==> src/rtl/rfarb_pkg.sv <==
// Shared constants for the register-file arbiter: sequencer state encoding
// and the data/address widths fixed by the 8x8 register file.
package rfarb_pkg;
   localparam logic [1:0] S_IDLE   = 2'd0;
   localparam logic [1:0] S_ACCESS = 2'd1;
   localparam logic [1:0] S_RESP   = 2'd2;

   localparam int RF_DW = 8;
   localparam int RF_AW = 3;
endpackage

==> src/rtl/rr_pick2.sv <==
// Combinational 2-way picker. A lone requester always wins; on a tie the
// requester named by ptr wins (round-robin).
// Build option: RFARB_FIXED_PRIO_EN makes requester 0 win every tie and
// ignores ptr.
module rr_pick2 (
   input  logic [1:0] req,
   input  logic       ptr,
   output logic       gnt,
   output logic       valid
);
`ifdef RFARB_FIXED_PRIO_EN
   logic unused_ptr;
   assign unused_ptr = ptr;

   // requester 0 has absolute priority
   always_comb begin
      valid = |req;
      gnt   = ~req[0];
   end
`else
   // tie goes to ptr, otherwise whoever is asking
   always_comb begin
      valid = |req;
      gnt   = (&req) ? ptr : req[1];
   end
`endif
endmodule

==> src/rtl/regfile_arbiter.sv <==
// Two-requester arbiter in front of the single-write/single-read 8x8
// register file. One transaction at a time: IDLE (sample) -> ACCESS (drive
// the file) -> RESP (ack), so a transaction occupies exactly three cycles.
// Build option: RFARB_FIXED_PRIO_EN selects fixed priority (requester 0)
// instead of round-robin; the priority pointer then becomes constant 0.
module regfile_arbiter
   import rfarb_pkg::*;
(
   input  logic             clk,
   input  logic             clrn,
   input  logic             req0,
   input  logic             req1,
   input  logic             we0,
   input  logic             we1,
   input  logic [RF_AW-1:0] addr0,
   input  logic [RF_AW-1:0] addr1,
   input  logic [RF_DW-1:0] wdata0,
   input  logic [RF_DW-1:0] wdata1,
   output logic             ack0,
   output logic             ack1,
   output logic [RF_DW-1:0] rdata0,
   output logic [RF_DW-1:0] rdata1,
   output logic             busy,
   output logic             rf_wen,
   output logic [RF_AW-1:0] rf_wsel,
   output logic [RF_AW-1:0] rf_rsel,
   output logic [RF_DW-1:0] rf_d,
   input  logic [RF_DW-1:0] rf_q
);
   logic [1:0]       state, state_nxt;
   logic             ptr;
   logic             pick_gnt, pick_vld;
   logic             op_win, op_we;
   logic [RF_AW-1:0] op_addr;
   logic [RF_DW-1:0] op_wdata;

   rr_pick2 u_pick (
      .req   ({req1, req0}),
      .ptr   (ptr),
      .gnt   (pick_gnt),
      .valid (pick_vld)
   );

   // state register
   always_ff @(posedge clk or negedge clrn) begin
      if (!clrn) state <= S_IDLE;
      else       state <= state_nxt;
   end

   // next state: requests only matter in IDLE, the rest is a fixed walk
   always_comb begin
      state_nxt = state;
      case (state)
         S_IDLE:   if (pick_vld) state_nxt = S_ACCESS;
         S_ACCESS: state_nxt = S_RESP;
         S_RESP:   state_nxt = S_IDLE;
         default:  state_nxt = S_IDLE;
      endcase
   end

   // latch the winner's operation so requesters may change inputs afterwards
   always_ff @(posedge clk or negedge clrn) begin
      if (!clrn) begin
         op_win   <= 1'b0;
         op_we    <= 1'b0;
         op_addr  <= '0;
         op_wdata <= '0;
      end else if (state == S_IDLE && pick_vld) begin
         op_win   <= pick_gnt;
         op_we    <= pick_gnt ? we1    : we0;
         op_addr  <= pick_gnt ? addr1  : addr0;
         op_wdata <= pick_gnt ? wdata1 : wdata0;
      end
   end

   // capture read data for the winner at the end of ACCESS; writes leave it
   always_ff @(posedge clk or negedge clrn) begin
      if (!clrn) begin
         rdata0 <= '0;
         rdata1 <= '0;
      end else if (state == S_ACCESS && !op_we) begin
         if (op_win) rdata1 <= rf_q;
         else        rdata0 <= rf_q;
      end
   end

`ifdef RFARB_FIXED_PRIO_EN
   assign ptr = 1'b0;
`else
   // hand the next tie to whoever lost this one
   always_ff @(posedge clk or negedge clrn) begin
      if (!clrn)                 ptr <= 1'b0;
      else if (state == S_RESP)  ptr <= ~op_win;
   end
`endif

   // outputs decoded from state and the latched op only
   always_comb begin
      busy    = (state != S_IDLE);
      rf_wen  = (state == S_ACCESS) && op_we;
      ack0    = (state == S_RESP) && !op_win;
      ack1    = (state == S_RESP) &&  op_win;
      rf_wsel = op_addr;
      rf_rsel = op_addr;
      rf_d    = op_wdata;
   end
endmodule

==> config.mk <==
export PLATFORM = sky130hd
export DESIGN_NAME = regfile_arbiter
export DESIGN_NICKNAME = d
export VERILOG_FILES = /design/src/rtl/rfarb_pkg.sv /design/src/rtl/rr_pick2.sv /design/src/rtl/regfile_arbiter.sv
export SDC_FILE = /design/constraint.sdc
export NUM_CORES = 1
export LEC_CHECK = 0
export ABC_AREA = 1
export CORE_MARGIN = 4
export CORE_UTILIZATION = 40
export CTS_CLUSTER_SIZE = 8
export DETAILED_ROUTE_END_ITERATION = 8
export GPL_ROUTABILITY_DRIVEN = 1
export PLACE_DENSITY = 0.85
export SLEW_MARGIN = 40
export SYNTH_ARGS = -nofsm -noshare
export SYNTH_HDL_FRONTEND = slang
export SYNTH_HIERARCHICAL = 1
export SYNTH_SLANG_ARGS = --single-unit
==> constraint.sdc <==
create_clock -name clk -period 1.6 [get_ports clk]
set_input_delay 0.4 -clock clk [delete_from_list [all_inputs] [get_ports clk]]
set_output_delay 0.4 -clock clk [all_outputs]
set_load 0.01 [all_outputs]
# Word-level counts from Yosys, hierarchy flattened
# Cells that the tools add are included.
# W data, S select, Z words.
# totals
register_bits,32
input_bits,36
out_inout_bits,34
elab_cells,31
# op_classes
eq_ne,3
mux,6
bitwise,1
n_reduce_logical,13
# op_table
cell,n
$mux W8,1
$reduce_and A2 Y1,3
$logic_and A1 B1 Y1,5
$pmux W2 S2,1
$mux W3,1
$eq A2 B1 Y1 const B,1
$eq A2 B2 Y1 const B,1
$logic_not A1 Y1,2
$logic_not A2 Y1,1
$mux W1,2
$mux W2,1
$ne A2 B2 Y1 const B,1
$reduce_bool A2 Y1,1
$reduce_or A2 Y1,1
$not A1 Y1,1

# Depth between registers and ports, before layout
# Gate-level depths: netlist (run 1).
# logic_depth
depth_word,3
ltp_mapped,9

# Hierarchy
# Netlist (run 1), hierarchy kept.
# by_module_without_submodules
mod,instances,cells_each,area_each_um2
regfile_arbiter,1,181,1456.4
rr_pick2,1,5,22.5

# Least setup slack after synthesis (run 1)
# OpenSTA, ideal clock, no wires.
# synth_path
kind,register to output
startpoint,reg op_we
endpoint,out rf_wen
arrival_time_ns,0.892
required_ns,1.200
path_slack_ns,0.308
path_stages_with_launch,4
path_buffers,1
path_cell_list,dfrtp_1 -> inv_2 -> buf_1 -> nor3_1
# synth_between
elab_chain_cells,1
# synth_lines
element,line,source
"start, declared",regfile_arbiter.sv:33,"logic op_win, op_we;"
"start signal, assigned",regfile_arbiter.sv:70,op_we <= pick_gnt ? we1 : we0;
$logic_and A1 B1 Y1,regfile_arbiter.sv:100,rf_wen = (state == S_ACCESS) && op_we;
"end, declared",regfile_arbiter.sv:24,"output logic rf_wen,"
# Every way passes these cells.

# Worst setup path after layout (run 1)
# layout_path
startpoint,"reg op_wdata[4], in the netlist rf_d[4]"
endpoint,out rf_d[4]
# layout_rtl
element,line,source
"start, declared",regfile_arbiter.sv:35,logic [RF_DW-1:0] op_wdata;
"start signal, assigned",regfile_arbiter.sv:72,op_wdata <= pick_gnt ? wdata1 : wdata0;
"end, declared",regfile_arbiter.sv:27,"output logic [RF_DW-1:0] rf_d,"
# No word-level cell between the ends.

==> results of run 1 <==
through the flow:
step                      power (mW)  std cells  setup slack (ns)
after floorplan                2.545        186            0.3076
after global placement         3.685        303           0.02463
after detailed placement       3.749        303          0.009676
after CTS                      4.278        311          -0.07294
after global routing           4.496        311         -0.002487
final                          4.151        311           0.03741
final timing paths:
kind	from	end	slack (ns)	cells after the start
worst min register to register	rdata1[1]	rdata1[1]	0.47	2
min in group asynchronous	clrn	rdata0[0]	0.49	2
max in group asynchronous	clrn	rdata1[7]	0.94	2
worst max register to register	state[1]	rdata0[0]	0.27	6
worst max-delay path	rf_d[4]	rf_d[4]	0.04	1
worst min-delay path	rdata1[1]	rdata1[1]	0.47	2
area by class of cell:
class	instances	area (sq um)
Fill cell	288	1066
Multi-Input combinational cell	137	595.6
Timing Repair Buffer	82	818.3
Clock buffer	6	72.57
Clock inverter	1	5.005
Inverter	7	26.28
Sequential cell	32	800.8
Tap cell	46	57.56
state kept, by name, summed over array words and instances, names as in the netlist:
register / count
op_we: 1
op_win: 1
ptr: 1
rdata0: 8
rdata1: 8
rf_d: 8
rf_rsel: 3
state: 2
cell families (layout without fill, tap and decap cells):
group / after synthesis / after routing / synth area share
flops: 32 / 32 / 0.5415
compound gates: 2 / 2 / 0.006768
buf+inv: 17 / 96 / 0.06090
simple gates: 135 / 135 / 0.3909
power breakdown:
part           internal [mW]  leakage, nW  total (mW)  switching (mW)
Clock                  0.295       0.0410       0.563           0.269
Sequential              1.21        0.394        1.43           0.215
Combinational           1.05        0.966        2.16            1.12
Total                   2.55         1.40        4.15            1.60
worst register-to-register path, cell delays in order, from the launching register on:
cell and delay (ns):
dfrtp_1 0.40, buf_4 0.15, buf_4 0.13, nor2_4 0.18
buf_4 0.21, nand4_1 0.11, nand2_1 0.09
cells in the final DEF, fill, tap and decap left out, types with 2 or more instances in the layout:
cell,n
nand2_1,109
clkdlybuf4s50_1,41
dfrtp_1,32
dlymetal6s2s_1,18
nand4_1,16
buf_4,12
inv_2,6
dlygate4sd2_1,6
clkbuf_8,5
nand3_2,3
clkbuf_2,3
nor2_1,2
o21ai_1,2
routing by layer:
| layer | up-vias | share of wire | GRT usage |
|---|---|---|---|
| met5 | - | 0 | 0 |
| met3 | 4 | 0.13 | 0.07780 |
| met2 | 67 | 0.44 | 0.2658 |
| met1 | 652 | 0.42 | 0.1927 |
| met4 | 0 | 0.010 | 0.06569 |
| li1 | 745 | - | - |
timing repair:
item                                    4_1_cts  5_1_grt
pin swaps                                     0        1
hold buffers                                  0        0
cloned                                        0        0
buffers inserted                              1        0
gates resized for setup                      14       26
endpoints found under the setup margin       10       22
==> results.sh, run 1 <==
export IMPL_status="finished, final reports clean"
export IMPL_syn_nets=222
export IMPL_place_congestion=0.7547
export IMPL_gr_total_overflow=0
export IMPL_io_buffers=69
export IMPL_max_stage_delay_ns=0.55
export IMPL_netlist_area_sq_mm=0.001479
export IMPL_start_kind="register"
export IMPL_holdWs_ns=0.4694
export IMPL_synth_cell_types=15
export IMPL_antenna_found_initial=0
export IMPL_ios=70
export IMPL_dr_first_iter_drc_count=98
export IMPL_setup_viol=0
export IMPL_crit_required_ns=1.20
export IMPL_syn_avg_cell_area_sq_um=7.951
export IMPL_firstDrtPassIters=4
export IMPL_ys_seq_area_frac=0.5415
export IMPL_crit_path_end_kind="primary output"
export IMPL_place_area_sq_mm=0.002266
export IMPL_grt_start_max_net_pins=33
export IMPL_leakage_nw=1.401
export IMPL_relSlewSlack=0.8608
export IMPL_crit_chain="clkdlybuf4s50_1"
export IMPL_fin_nets=301
export IMPL_worst_path_max_fanout=2
export IMPL_ant_nets=0
export IMPL_num_antenna_cells=0
export IMPL_num_rows=21
export IMPL_cts_buffers=5
export IMPL_cts_tree="built"
export IMPL_synthTopCellsByArea="dfrtp_1 (54%), nand2_1 (28%), nand4_1 (6.8%)"
export IMPL_crit_family="buffers and inverters"
export IMPL_ys_seq_elements=32
export IMPL_coreArea_sq_mm=0.003442
export IMPL_period_share=0.9766
export IMPL_hold_path_class="reg -> reg"
export IMPL_peakVddDrop_uv=856.4
export IMPL_post_drt_via_cell_ratio=4.720
export IMPL_synth_edff_count=0
export IMPL_die_w_um=68.81
export IMPL_fmax_mhz=640.0
export IMPL_final_area_sq_mm=0.002376
export IMPL_fin_skew_ns=0.006147
export IMPL_clock_latency_ns=0.28
export IMPL_yosysTopAreaCell="dfrtp_1"
export IMPL_yosys_warnings=6
export IMPL_cts_buffer_depth=2
export IMPL_start_util=0.4297
export IMPL_maxCapViolCount=0
export IMPL_vias=1468
export IMPL_worstPathArrival_ns=1.16
export IMPL_async_reset_ff_frac=1.000
export IMPL_final_layout_size_suffix_gt1_frac=0.1321
export IMPL_tightestPinTransition_ns=0.2085
export IMPL_synthFlopType="dfrtp_1"
export IMPL_place_hpwl_um=2778
export IMPL_grt_use_total=0.1662
export IMPL_grt_pass1_wl_um=5616
export IMPL_finalSetupTns_ns=0
export IMPL_critPathKind="reg -> out"
export IMPL_grt_pass1_vias=1312
export IMPL_crit_slowest_cell="clkdlybuf4s50_1"
export IMPL_power_density_mw_per_mm2=1747
export IMPL_worst_path_buf_inv=1
export IMPL_htreeDepth=2
export IMPL_syn_instance_count=186
export IMPL_synth_most_common_cell="nand2_1"
export IMPL_cts_clk_slew_worst_paths_ns=0.06
export IMPL_die_h_um=68.81
export IMPL_synth_common_cells="nand2_1 (110), dfrtp_1 (32), nand4_1 (16), buf_4 (6), inv_2 (6)"
export IMPL_die_area_sq_mm=0.004734
export IMPL_final_hold_violation_count=0
export IMPL_wl_per_cell_um=11.79
export IMPL_synth_top_area_frac=0.5415
export IMPL_wl_um=3666
export IMPL_finalWorstPathRequiredPeriod_ns=1.563
export IMPL_cts_root_buf="clkbuf_8"
export IMPL_drcViolationCount=0
export IMPL_syn_to_final_growth_pct=60.66
export IMPL_slew_violations=0
export IMPL_post_route_util=0.6903
export IMPL_numClockSinks=32
Power figures use the tool's default switching activity.
==> inputs of run 2 (changes only) <==
--- a/config.mk
+++ b/config.mk
@@ -6,12 +6,12 @@
 export NUM_CORES = 1
 export LEC_CHECK = 0
 export ABC_AREA = 1
-export CORE_MARGIN = 4
-export CORE_UTILIZATION = 40
+export CORE_MARGIN = 2
+export CORE_UTILIZATION = 35
 export CTS_CLUSTER_SIZE = 8
 export DETAILED_ROUTE_END_ITERATION = 8
 export GPL_ROUTABILITY_DRIVEN = 1
-export PLACE_DENSITY = 0.85
+export PLACE_DENSITY = 0.76
 export SLEW_MARGIN = 40
 export SYNTH_ARGS = -nofsm -noshare
 export SYNTH_HDL_FRONTEND = slang
==> run 2 against run 1 <==
Design area grew 0.21%; die area grew 0.58%; cell count grew 1.3%; global-route usage shrank 0.76 points; worst hold slack lost 0.0024 ns; non-clock buffer count is the same; combinational power shrank 2%; register-to-register slack gained 0.15 ns; critical path depth is the same; maximum frequency grew 0.48%; sequential share of layout area shrank 0.071 points; critical path type unchanged; critical endpoint is now rf_d[7]; highest routed layer unchanged.
==> results.sh, run 2 (same netlist as run 1, synthesis figures left out) <==
export IMPL_crit_slowest_cell="clkdlybuf4s50_1"
export IMPL_ctsHoldBuffers=0
export IMPL_num_antenna_cells=0
export IMPL_cts_tree="built"
export IMPL_relSlewSlack=0.8645
export IMPL_ios=70
export IMPL_cts_buffer_depth=2
export IMPL_worstPathArrival_ns=1.16
export IMPL_wl_um=3654
export IMPL_cp_num_cells=1
export IMPL_ant_nets=0
export IMPL_seqPwrFrac=0.348
export IMPL_pwr_share_comb=0.513
export IMPL_clock_latency_ns=0.28
export IMPL_final_instance_count_excl_fill=315
export IMPL_fmax_mhz=643.0
export IMPL_crit_chain="clkdlybuf4s50_1"
export IMPL_place_hpwl_um=2676
export IMPL_cts_buffers=5
export IMPL_htreeDepth=2
export IMPL_endpoint="rf_d[7]"
export IMPL_syn_to_final_growth_pct=61.00
export IMPL_setup_viol=0
export IMPL_layout_common_cells="nand2_1 (110), clkdlybuf4s50_1 (37), dfrtp_1 (32)"
export IMPL_peakVddDrop_uv=653.2
export IMPL_status="finished, final reports clean"
export IMPL_maxCapViolCount=0
export IMPL_r2r_end="rdata1[2]"
export IMPL_crit_path_end_kind="primary output"
export IMPL_coreArea_sq_mm=0.004029
export IMPL_clockPowerShare=0.139
export IMPL_wl_per_cell_um=11.60
export IMPL_switching_share=0.3867
export IMPL_critPathLaunch="rf_d[7]"
export IMPL_num_rows=23
export IMPL_final_hold_violation_count=0
export IMPL_worst_path_buf_inv=1
export IMPL_max_stage_delay_ns=0.53
export IMPL_io_buffers=69
export IMPL_dr_first_iter_drc_count=109
export IMPL_crit_required_ns=1.20
export IMPL_r2r_start="state[1]"
export IMPL_finalWorstPathRequiredPeriod_ns=1.555
export IMPL_antenna_found_initial=0
export IMPL_pre_cts_ws_ns=-0.01006
export IMPL_place_congestion=0.7645
export IMPL_cts_root_buf="clkbuf_8"
export IMPL_post_drt_via_cell_ratio=4.514
export IMPL_cts_clk_slew_worst_paths_ns=0.06
export IMPL_dpl_cell_count=307
export IMPL_die_h_um=69.01
export IMPL_worst_path_max_fanout=2
export IMPL_grt_pass1_wl_um=6023
export IMPL_power_density_mw_per_mm2=1728
export IMPL_grt_pass1_vias=1383
export IMPL_firstDrtPassIters=4
export IMPL_gr_total_overflow=0
export IMPL_grt_use_total=0.1586
export IMPL_start_util=0.3671
export IMPL_die_area_sq_mm=0.004762
export IMPL_ff2ff_path_depth=5
export IMPL_regToRegSetupSlack_ns=0.42
export IMPL_start_kind="register"
export IMPL_grt_start_max_net_pins=33
export IMPL_period_share=0.9720
export IMPL_tightestPinTransition_ns=0.2030
export IMPL_critPathKind="reg -> out"
export IMPL_holdWs_ns=0.4670
export IMPL_hold_path_class="reg -> reg"
export IMPL_die_w_um=69.01
export IMPL_final_layout_size_suffix_gt1_frac=0.1283
export IMPL_crit_family="buffers and inverters"
export IMPL_p_int_mw=2.523
export IMPL_vias=1422
export IMPL_leakage_nw=1.427
export IMPL_drcViolationCount=0
export IMPL_numClockSinks=32
export IMPL_slew_violations=0
export IMPL_fin_skew_ns=0.002256
export IMPL_fin_nets=301
export IMPL_setup_slack_ns=0.04481
export IMPL_final_common_cell="nand2_1"
export IMPL_power_switching_mw=1.591
export IMPL_hold_path_cell_count=2
export IMPL_rsz0062_at_grt="false"
run 2: cell count changes in the layout (fill, tap and decap cells not counted), sizes merged:
cell	previous run	this run
clkbuf	9	7
dlygate4sd2	6	8
clkdlybuf4s50	41	37
dlymetal6s2s	18	20
buf	14	16
run 2: power by group through the flow:
stage / registers (mW) / logic, mW / clock network (mW)
final: 1.43 / 2.11 / 0.572
after floorplan: 1.60 / 0.946 / 0
after detailed placement: 1.47 / 2.27 / 0
after global placement: 1.46 / 2.22 / 0
after CTS: 1.45 / 2.21 / 0.588
after global routing: 1.49 / 2.35 / 0.628
run 2: layout make-up:
type / instances / area [sq um]
Timing Repair Buffer: 82 / 820.8
Inverter: 7 / 26.28
Multi-Input combinational cell: 137 / 593.1
Fill cell: 377 / 1648
Tap cell: 50 / 62.56
Sequential cell: 32 / 800.8
Clock buffer: 6 / 72.57
Clock inverter: 1 / 5.005
run 2: worst min-delay path: stages (launching register included):
cell and delay (ns):
dfrtp_1 0.34, nand2_1 0.05, nand2_1 0.04
run 2: how the worst min path moves through the flow:
stage | start | end | slack [ns]
after global routing | rf_d[4] | rf_d[4] | 0.49
after detailed placement | rdata1[4] | rdata1[4] | 0.46
after CTS | rdata1[4] | rdata1[4] | 0.48
after global placement | rdata1[5] | rdata1[5] | 0.46
final | rdata0[5] | rdata0[5] | 0.47
after floorplan | clrn | op_we | 0.10
run 2: metal layers:
| layer | routed length, um | global-route usage |
|---|---|---|
| met3 | 358 | 0.07310 |
| met4 | 59 | 0.06536 |
| met2 | 1673 | 0.2521 |
| met1 | 1563 | 0.1850 |
| met5 | 0 | 0 |
run 2: per-stage QoR:
stage	total power, mW	area, sq um	util	TNS, ns
after floorplan	2.545	1479	-	0
after global placement	3.680	2271	0.5637	0
after detailed placement	3.739	2271	0.5637	-0.01006
after CTS	4.250	2344	0.5817	0
after global routing	4.467	2381	0.5910	0
final	4.114	2381	0.5910	0
run 2: timing repair:
item                       CTS  global route
setup buffers                1             0
setup endpoints to repair   12            24
hold endpoints to repair     0             0
pin swaps                    0             2
gates resized for setup     21            24
